**config.mk**
```make
export PLATFORM = sky130hd
export DESIGN_NAME = game_ctrl_flat
export DESIGN_NICKNAME = d
export VERILOG_FILES = /design/src/rtl/game_if.sv /design/src/rtl/game_ctrl.sv /design/src/flat_wrapper.sv
export SDC_FILE = /design/constraint.sdc
export NUM_CORES = 1
export LEC_CHECK = 0
export BUFFER_PORTS_ARGS = -buffer_cell sky130_fd_sc_hd__buf_4
export CORE_MARGIN = 1
export CORE_UTILIZATION = 38
export DETAILED_ROUTE_END_ITERATION = 10
export PLACE_DENSITY = 0.61
export SLEW_MARGIN = 20
export SYNTH_ARGS = -nofsm -noshare
export SYNTH_HDL_FRONTEND = slang
export SYNTH_SLANG_ARGS = --single-unit
```
**constraint.sdc**
```tcl
create_clock -name clk -period 1.97 [get_ports clk]
set_input_delay 0.197 -clock clk [delete_from_list [all_inputs] [get_ports clk]]
set_output_delay 0.197 -clock clk [all_outputs]
set_load 0.005 [all_outputs]
```
**src/rtl/game_if.sv**
```systemverilog
// game_if: mouse/vsync inputs and game-state outputs shared by game_ctrl and its peers.
interface game_if;
  logic vsync;
  logic mouse_left;
  logic [11:0] xpos;
  logic [11:0] ypos;
  logic [2:0] screen_sel;
  logic [1:0] keeper_zone;
  logic [3:0] round_no;
  logic [3:0] goals;
  logic result_valid;
  modport master (
    output vsync, mouse_left, xpos, ypos,
    input  screen_sel, keeper_zone, round_no, goals, result_valid
  );
  modport slave (
    input  vsync, mouse_left, xpos, ypos,
    output screen_sel, keeper_zone, round_no, goals, result_valid
  );
endinterface

```
**src/rtl/game_ctrl.sv**
```systemverilog
// game_ctrl: penalty-game sequencer (rounds, score, shot timing, keeper zone, screen select).
// Define FRAME_SYNC_SEL_EN to update screen_sel only at frame start.
module game_ctrl #(
  parameter int ROUNDS        = 5,
  parameter int SHOT_FRAMES   = 180,
  parameter int RESULT_FRAMES = 90,
  parameter int GOAL_X0       = 256,
  parameter int ZONE_W        = 170,
  parameter int GOAL_Y0       = 200,
  parameter int GOAL_Y1       = 440
) (
  input logic clk,
  input logic rst,
  game_if.slave g
);
  typedef enum logic [2:0] {IDLE, SHOOT, GOAL, SAVED, MISS, END} state_t;
  localparam logic [12:0] XA = 13'(GOAL_X0);
  localparam logic [12:0] XB = 13'(GOAL_X0 + ZONE_W);
  localparam logic [12:0] XC = 13'(GOAL_X0 + 2 * ZONE_W);
  localparam logic [12:0] XD = 13'(GOAL_X0 + 3 * ZONE_W);
  localparam logic [12:0] YA = 13'(GOAL_Y0);
  localparam logic [12:0] YB = 13'(GOAL_Y1);
  state_t state, state_n, outcome;
  logic [7:0] fcnt, fcnt_n, lfsr;
  logic [3:0] round_n, goals_n;
  logic [1:0] zone_n, shot_zone, samp;
  logic [12:0] x, y;
  logic [2:0] code;
  logic rv_n, left_q, vs_q, click, tick, in_goal;
`ifdef FRAME_SYNC_SEL_EN
  logic tick_q;
`endif
  assign click = g.mouse_left & ~left_q;
  assign tick = g.vsync & ~vs_q;
  assign x = {1'b0, g.xpos};
  assign y = {1'b0, g.ypos};
  assign in_goal = x >= XA && x < XD && y >= YA && y < YB;
  assign shot_zone = x < XB ? 2'd0 : x < XC ? 2'd1 : 2'd2;
  assign samp = &lfsr[1:0] ? 2'd1 : lfsr[1:0];
  assign outcome = !in_goal ? MISS : shot_zone == g.keeper_zone ? SAVED : GOAL;
  // START..MISS map straight onto their enum encoding; END splits into WIN/LOSE
  assign code = state == END ? (({g.goals, 1'b0} > 5'(ROUNDS)) ? 3'd5 : 3'd6) : 3'(state);
  always_comb begin
    state_n = state;
    fcnt_n = fcnt;
    round_n = g.round_no;
    goals_n = g.goals;
    zone_n = g.keeper_zone;
    rv_n = 1'b0;
    case (state)
      IDLE: if (click) begin
        state_n = SHOOT;
        zone_n = samp;
        fcnt_n = '0;
      end
      SHOOT: if (click || (tick && fcnt == 8'(SHOT_FRAMES - 1))) begin
        state_n = click ? outcome : MISS;
        goals_n = (click && outcome == GOAL && g.goals < 4'(ROUNDS)) ? g.goals + 4'd1 : g.goals;
        round_n = g.round_no < 4'(ROUNDS) ? g.round_no + 4'd1 : g.round_no;
        rv_n = 1'b1;
        fcnt_n = '0;
      end else if (tick) fcnt_n = fcnt + 8'd1;
      GOAL, SAVED, MISS: if (tick) begin
        if (fcnt == 8'(RESULT_FRAMES - 1)) begin
          fcnt_n = '0;
          state_n = g.round_no == 4'(ROUNDS) ? END : SHOOT;
          zone_n = g.round_no == 4'(ROUNDS) ? g.keeper_zone : samp;
        end else fcnt_n = fcnt + 8'd1;
      end
      END: if (click) begin
        state_n = IDLE;
        round_n = '0;
        goals_n = '0;
      end
      default: state_n = IDLE;
    endcase
  end
  always_ff @(posedge clk or negedge rst)
    if (!rst) begin
      state <= IDLE;
      fcnt <= '0;
      lfsr <= 8'hA5;
      left_q <= 1'b0;
      vs_q <= 1'b0;
      g.screen_sel <= '0;
      g.keeper_zone <= 2'd1;
      g.round_no <= '0;
      g.goals <= '0;
      g.result_valid <= 1'b0;
`ifdef FRAME_SYNC_SEL_EN
      tick_q <= 1'b0;
`endif
    end else begin
      state <= state_n;
      fcnt <= fcnt_n;
      lfsr <= {lfsr[6:0], lfsr[7] ^ lfsr[5] ^ lfsr[4] ^ lfsr[3]};
      left_q <= g.mouse_left;
      vs_q <= g.vsync;
      g.keeper_zone <= zone_n;
      g.round_no <= round_n;
      g.goals <= goals_n;
      g.result_valid <= rv_n;
`ifdef FRAME_SYNC_SEL_EN
      tick_q <= tick;
      if (tick_q) g.screen_sel <= code;
`else
      g.screen_sel <= code;
`endif
    end
endmodule

```
**src/flat_wrapper.sv**
```systemverilog
// flat-port wrapper written by rule: the top's interface ports become plain ports
module game_ctrl_flat 
#(
  parameter int ROUNDS        = 5,
  parameter int SHOT_FRAMES   = 180,
  parameter int RESULT_FRAMES = 90,
  parameter int GOAL_X0       = 256,
  parameter int ZONE_W        = 170,
  parameter int GOAL_Y0       = 200,
  parameter int GOAL_Y1       = 440
)
  (clk, rst, g_vsync, g_mouse_left, g_xpos, g_ypos, g_screen_sel, g_keeper_zone, g_round_no, g_goals, g_result_valid);
  game_if g_i ();
  input logic clk;
  input logic rst;
  input wire logic [$bits(g_i.vsync)-1:0] g_vsync;
  input wire logic [$bits(g_i.mouse_left)-1:0] g_mouse_left;
  input wire logic [$bits(g_i.xpos)-1:0] g_xpos;
  input wire logic [$bits(g_i.ypos)-1:0] g_ypos;
  output wire logic [$bits(g_i.screen_sel)-1:0] g_screen_sel;
  output wire logic [$bits(g_i.keeper_zone)-1:0] g_keeper_zone;
  output wire logic [$bits(g_i.round_no)-1:0] g_round_no;
  output wire logic [$bits(g_i.goals)-1:0] g_goals;
  output wire logic [$bits(g_i.result_valid)-1:0] g_result_valid;
  assign g_i.vsync = g_vsync;
  assign g_i.mouse_left = g_mouse_left;
  assign g_i.xpos = g_xpos;
  assign g_i.ypos = g_ypos;
  assign g_screen_sel = g_i.screen_sel;
  assign g_keeper_zone = g_i.keeper_zone;
  assign g_round_no = g_i.round_no;
  assign g_goals = g_i.goals;
  assign g_result_valid = g_i.result_valid;
  game_ctrl #(.ROUNDS(ROUNDS), .SHOT_FRAMES(SHOT_FRAMES), .RESULT_FRAMES(RESULT_FRAMES), .GOAL_X0(GOAL_X0), .ZONE_W(ZONE_W), .GOAL_Y0(GOAL_Y0), .GOAL_Y1(GOAL_Y1)) u_core (.clk(clk), .rst(rst), .g(g_i));
endmodule
```
**Word-level counts from Yosys, hierarchy flattened**

Cells that the tools add are included.

- Flip-flop bits (word level): 35
- Input port bits: 28
- Output and inout bits: 14
- Logic and storage cells: 101

- Add/subtract/negate cells: 3
- Order comparisons: 9
- Eq/ne operators: 19
- Muxes and demuxes: 35
- Bitwise operators: 7
- Reductions and logical operators: 18

Operators by type and width:

| operator | number |
|---|---|
| $mux W8 | 5 |
| $mux W3 | 9 |
| $lt A12 B10 Y1 const B | 2 |
| $lt A12 B9 Y1 const B | 2 |
| $pmux W8 S3 | 1 |
| $mux W4 | 5 |
| $mux W2 | 8 |
| $pmux W4 S2 | 2 |
| $ne A2 B1 Y1 const B | 7 |
| $ge A12 B8 Y1 const B | 1 |
| $ge A12 B9 Y1 const B | 1 |
| $pmux W3 S4 | 1 |
| $reduce_and A4 Y1 | 3 |
| $reduce_and A5 Y1 | 2 |
| $eq A3 B2 Y1 const B | 3 |
| $add A4 B1 Y4 const B | 2 |
| $add A8 B1 Y8 const B | 1 |
| $eq A8 B7 Y1 const B | 1 |
| $eq A8 B8 Y1 const B | 1 |
| $lt A4 B3 Y1 const B | 2 |
| $eq A3 B3 Y1 const B | 2 |
| $logic_and A1 B1 Y1 | 6 |
| $gt A5 B3 Y1 const B | 1 |
| $eq A4 B3 Y1 const B | 1 |
| other kinds (15) | 22 |

**Longest topological paths before layout**

- Depth after elaboration: 12
- Mapped depth: 7
- Mapped depth without buffers: 7

**Worst setup path after synthesis**

OpenSTA, ideal clock, no wires.

- Kind: register -> register
- Start: register u_core.fcnt[0]
- End: register u_core.state[0]
- Library setup time: 126 ps
- Arrival time: 1702 ps
- Required time: 1844 ps
- Path slack: 143 ps
- Cell stages (with the launch flop): 7
- Buffers on the path: 0
- Clock period less this slack: 1827 ps
- Cell sequence: dfrtp_1 ha_1 and4b_1 a31oi_1 a22oi_2 a21boi_4 a221o_1

- Longest elaborated chain between the ends: 5
- Elaborated cells between the ends (all ways): 7
- Those cells by class: eq/ne: 4; reduce/logical: 3

RTL lines:

| element | line | source |
|---|---|---|
| start: declaration | game_ctrl.sv:24 | `logic [7:0] fcnt, fcnt_n, lfsr;` |
| start signal: assignment | game_ctrl.sv:95 | `fcnt <= fcnt_n;` |
| $eq A8 B8 Y1 | game_ctrl.sv:56 | `SHOOT: if (click \|\| (tick && fcnt == 8'(SHOT_FRAMES - 1))) begin` |
| $logic_and A1 B1 Y1 | game_ctrl.sv:56 |  |
| $logic_or A1 B1 Y1 | game_ctrl.sv:56 |  |
| $ne A2 B1 Y1 (no line) | -- |  |
| $reduce_and A5 Y1 (no line) (*) | -- |  |
| end signal: assignment | game_ctrl.sv:94 | `state <= state_n;` |
| end: declaration | game_ctrl.sv:23 | `state_t state, state_n, outcome;` |

Mark *: on every way between the ends. The rest lies on a longest branch, timed or not.
A chain may end at the register's enable or synchronous reset.

**Final worst setup path**

- Start: register u_core.state[1]
- End: register u_core.g.keeper_zone[1]

- Longest elaborated chain between the ends: 4
- Elaborated cells between the ends (all ways): 12
- Those cells by class: eq/ne: 7; mux: 1; reduce/logical: 4

RTL lines:

| element | line | source |
|---|---|---|
| $eq A3 B2 Y1 or $eq A3 B3 Y1 (tied branches) | game_ctrl.sv:50 | `case (state)` |
| $reduce_or A3 Y1 | game_ctrl.sv:50 |  |
| $ne A2 B2 Y1 (no line) (tied with other cells) | -- |  |
| $reduce_and A5 Y1 (no line) | -- |  |
| end signal: assignment | game_ctrl.sv:99 | `g.keeper_zone <= zone_n;` |
| end: declaration | game_if.sv:18 | `output screen_sel, keeper_zone, round_no, goals, result_valid` |

Several ways; a longest one is shown, not always the timed one.

==> metrics.md <==
| Metric | Value |
|---|---|
| Run status | `finished, final reports clean` |
| Gate count of the mapped netlist | `201` |
| Dpl hpwl | `3320 um` |
| Standard-cell row count | `26` |
| Share of post-route cells with drive strength above 1 | `30.3%` |
| Initial drt markers | `63` |
| Async SR Flop Fraction | `100%` |
| Post-synthesis cell type with the largest combined area | `sky130_fd_sc_hd__dfrtp_1` |
| DRT Wirelength | `4460 um` |
| Die Y | `75.0 um` |
| Maximum clock rate | `534 MHz` |
| Standard cell core area | `0.00511 mm2` |
| Commonest non-fill, non-tap cell in the layout | `sky130_fd_sc_hd__buf_4` |
| Area contributors post-synth | `sky130_fd_sc_hd__dfrtp_1 37%, sky130_fd_sc_hd__dfstp_2 6.5%, sky130_fd_sc_hd__ha_1 4.3%, sky130_fd_sc_hd__nand2_1 2.6%, sky130_fd_sc_hd__a21oi_1 2.2%` |
| Slew at the pin with the worst max-slew slack | `446 ps` |
| Power density normalized to cell area | `923 mW/mm2` |
| Final worst-path cycle share | `95.0%` |
| TritonCTS clock tree | `done` |
| Delay-heaviest family, CP | `simple AND/OR/NAND/NOR gates` |
| Setup CP Type | `reg -> reg` |
| Primary FF master, synth | `sky130_fd_sc_hd__dfrtp_1` |
| Met2 demand-to-capacity share in global routing | `26.3%` |
| Setup TNS after final layout | `0 ps` |
| Number of maximum-capacitance constraint violations | `0` |
| Sw Ratio | `36.5%` |
| Master of the slowest instance on the critical path | `sky130_fd_sc_hd__dfrtp_1` |
| Sum of internal, switching and leakage power | `2380 uW` |
| DRT Pass-1 Iters | `4` |
| Synthesis-stage register bit count | `35` |
| # diodes | `0` |
| Synthesized netlist net count | `236` |
| First-pass GRT wire length | `7150 um` |
| Logic pwr share | `38.2%` |
| Nature of the critical path endpoint | `flip-flop` |
| Inserted Clock Buffers | `5` |
| Sequential standard cell area | `882 um2` |
| Met1 Track Usage GR | `23.8%` |
| Number of global-route vias before repair | `1558` |
| Layout Skew | `12.5 ps` |
| Highest-count cells in the layout ignoring fill and taps | `48 x sky130_fd_sc_hd__buf_4, 30 x sky130_fd_sc_hd__dfrtp_1, 14 x sky130_fd_sc_hd__nand2_1, 11 x sky130_fd_sc_hd__nor2_1, 10 x sky130_fd_sc_hd__inv_1` |
| Post-Route Hold Slack | `24.4 ps` |
| Class of the tightest hold or removal check | `in -> reg` |
| NetSw | `868 uW` |
| Filler cells | `498` |
| Crit-path max cell delay | `440 ps` |
| Share of total power in the clock network | `22.7%` |
| Time the worst path needs with I/O delays and setup | `1870 ps` |
| LEAKAGE | `0.00119 uW` |
| Sequential share of the synthesized area | `43.6%` |
| Worst skew pair latency | `290 ps` |
| Number of slew-limit violations in the final report | `0` |
| Internal Pwr Total | `1510 uW` |
| Startpoint Class | `flip-flop` |
| Synth unique cells | `59` |
| Remaining antenna violation count after routing | `0` |
| Most utilized layer in the global route result | `met2` |
| Tot GR Track Use | `16.8%` |
| Via total after detailed routing | `1728` |
| CTS HTree Levels | `2` |
| Maximum vdd ir drop | `0.482 mV` |
| Synth Cell Area | `0.00202 mm2` |
| Arrival time reported for the critical path endpoint | `2040 ps` |
| Final GP Congestion | `0.800` |
| Worst endpoint required time | `2140 ps` |
| Non-filler instance count after layout | `324` |
| Clock tree root driver cell | `sky130_fd_sc_hd__clkbuf_8` |
| Worst rel slew slack | `70.3%` |
| GRT Residual Overflow | `0` |
| Setup repair after global routing missed its margin | `false` |
| Number of cells in the design after placement | `315` |
| Crit path max fanout | `6` |
| Setup violators final | `0` |
| Initial Util | `39.6%` |
| I/O pin total | `42` |
| CP cell instances | `or3b_1, o21ai_1, nand4b_1, nand3_1, mux2_1` |
| Syn Area/Cell | `10.1 um2` |
| Die extent in x | `75.0 um` |
| Multi-input combinational cell area | `0.00110 mm2` |
| Largest net degree at the start of global routing | `36` |
| Share of the core filled with cells | `50.4%` |
| Synthesis warning total | `0` |
| Maximum clock insertion buffer count | `2` |
| Post-synth EDFFs | `0` |
| Share of total power in sequential cells | `39.1%` |
| Clock-pin slew on the worst setup and hold paths | `80 ps` |
| Initial antenna violation count | `0` |
| Grt met3 use | `4.02%` |
| Final net count | `288` |
| Total of buffers placed on input and output ports | `37` |
| Area share of the largest cell type after synthesis | `37.1%` |
| Count of final hold-check violations | `0` |
| Worst Path Buf+Inv | `0` |
| Number of clock sinks | `35` |
| Die footprint | `0.00562 mm2` |
| Area grow syn2layout | `27.1%` |
| Post-route DRC | `0` |
| Post-DR vias/cell | `5.33` |
| Per-cell routed wire length | `13.8 um` |
==> metal layers <==
| metal | part of all wire, % | wire, um | up-vias |
|---|---|---|---|
| met4 | 0.45 | 20 | 0 |
| met1 | 51 | 2270 | 827 |
| met3 | 4.2 | 188 | 4 |
| met2 | 44 | 1980 | 37 |
| met5 | 0 | 0 | - |
| li1 | - | - | 860 |
==> flip-flops by register name (all words and copies together), names as in the netlist <==
signal and cells:
u_core.fcnt 8, u_core.g.goals 4, u_core.g.keeper_zone 2, u_core.g.result_valid 1, u_core.g.round_no 4, u_core.g.screen_sel 3
u_core.left_q 1, u_core.lfsr 8, u_core.state 3, u_core.vs_q 1
==> worst register-to-register path: cells and delay by family (launching register included) <==
family	cells	cell delay [ps]
AO/OA/AOI/OAI	1	210
flip-flops	1	440
multiplexers	1	330
AND/OR/NAND/NOR	3	790
==> worst paths after layout <==
check,slack (ps),endpoint,cells past startpoint,start
worst max-delay path,100,u_core.g.keeper_zone[1],5,u_core.state[1]
worst min-delay path,20,u_core.vs_q,1,g_vsync
worst max register to register,100,u_core.g.keeper_zone[1],5,u_core.state[1]
worst min register to register,370,u_core.lfsr[7],0,u_core.lfsr[6]
max in group asynchronous,1230,u_core.g.keeper_zone[0],2,rst
min in group asynchronous,390,u_core.lfsr[6],2,rst
==> metrics by stage <==
stage | setup WS (ps) | instance area, um2
after floorplan | 143 | 2020
after global placement | 58.0 | 2450
after detailed placement | 32.0 | 2450
final | 97.7 | 2570
after global routing | 7.13 | 2570
after CTS | 12.8 | 2560
==> logic make-up after synthesis <==
group	synth area share, %
AND/OR/NAND/NOR	24.1
flip-flops	43.6
AO/OA/AOI/OAI	18.5
adder cells (fa/ha/maj)	4.33
multiplexers	3.77
XOR/XNOR	3.03
buffers and inverters	2.72
==> power by group through the flow <==
stage	Clock [uW]	Combinational [uW]	Sequential [uW]
after global routing	586	1020	949
after detailed placement	0	900	939
after global placement	0	887	940
after CTS	555	908	927
after floorplan	0	528	942
final	538	908	929
==> synthesized netlist by cell type (all sizes together) (3+ instances only) <==
master	n
xor2	5
nand3	8
nor3	4
o21ai	9
or3	4
dfstp	5
and3	3
nor2	12
o211ai	3
nand4	7
inv	10
dfrtp	30
a22o	5
nor4	6
nand2	14
ha	7
a21oi	9
nor2b	7
mux2	5
a31oi	3
==> layout make-up <==
| class | count | share of cell area [%] |
|---|---|---|
| clock inverter | 3 | 0.972 |
| multi-input combinational | 152 | 42.8 |
| sequential | 35 | 34.3 |
| timing repair buffer | 49 | 14.4 |
| tap | 70 | 3.40 |
| inverter | 10 | 1.46 |
| clock buffer | 5 | 2.67 |
==> timing repair <==
item                                    CTS  global route
setup buffers                             0             0
hold endpoints to repair                 30             0
resized for setup                         0             3
hold buffers                              1             0
endpoints found under the setup margin    0             8
Note: power is estimated with default switching activity, not from simulation.
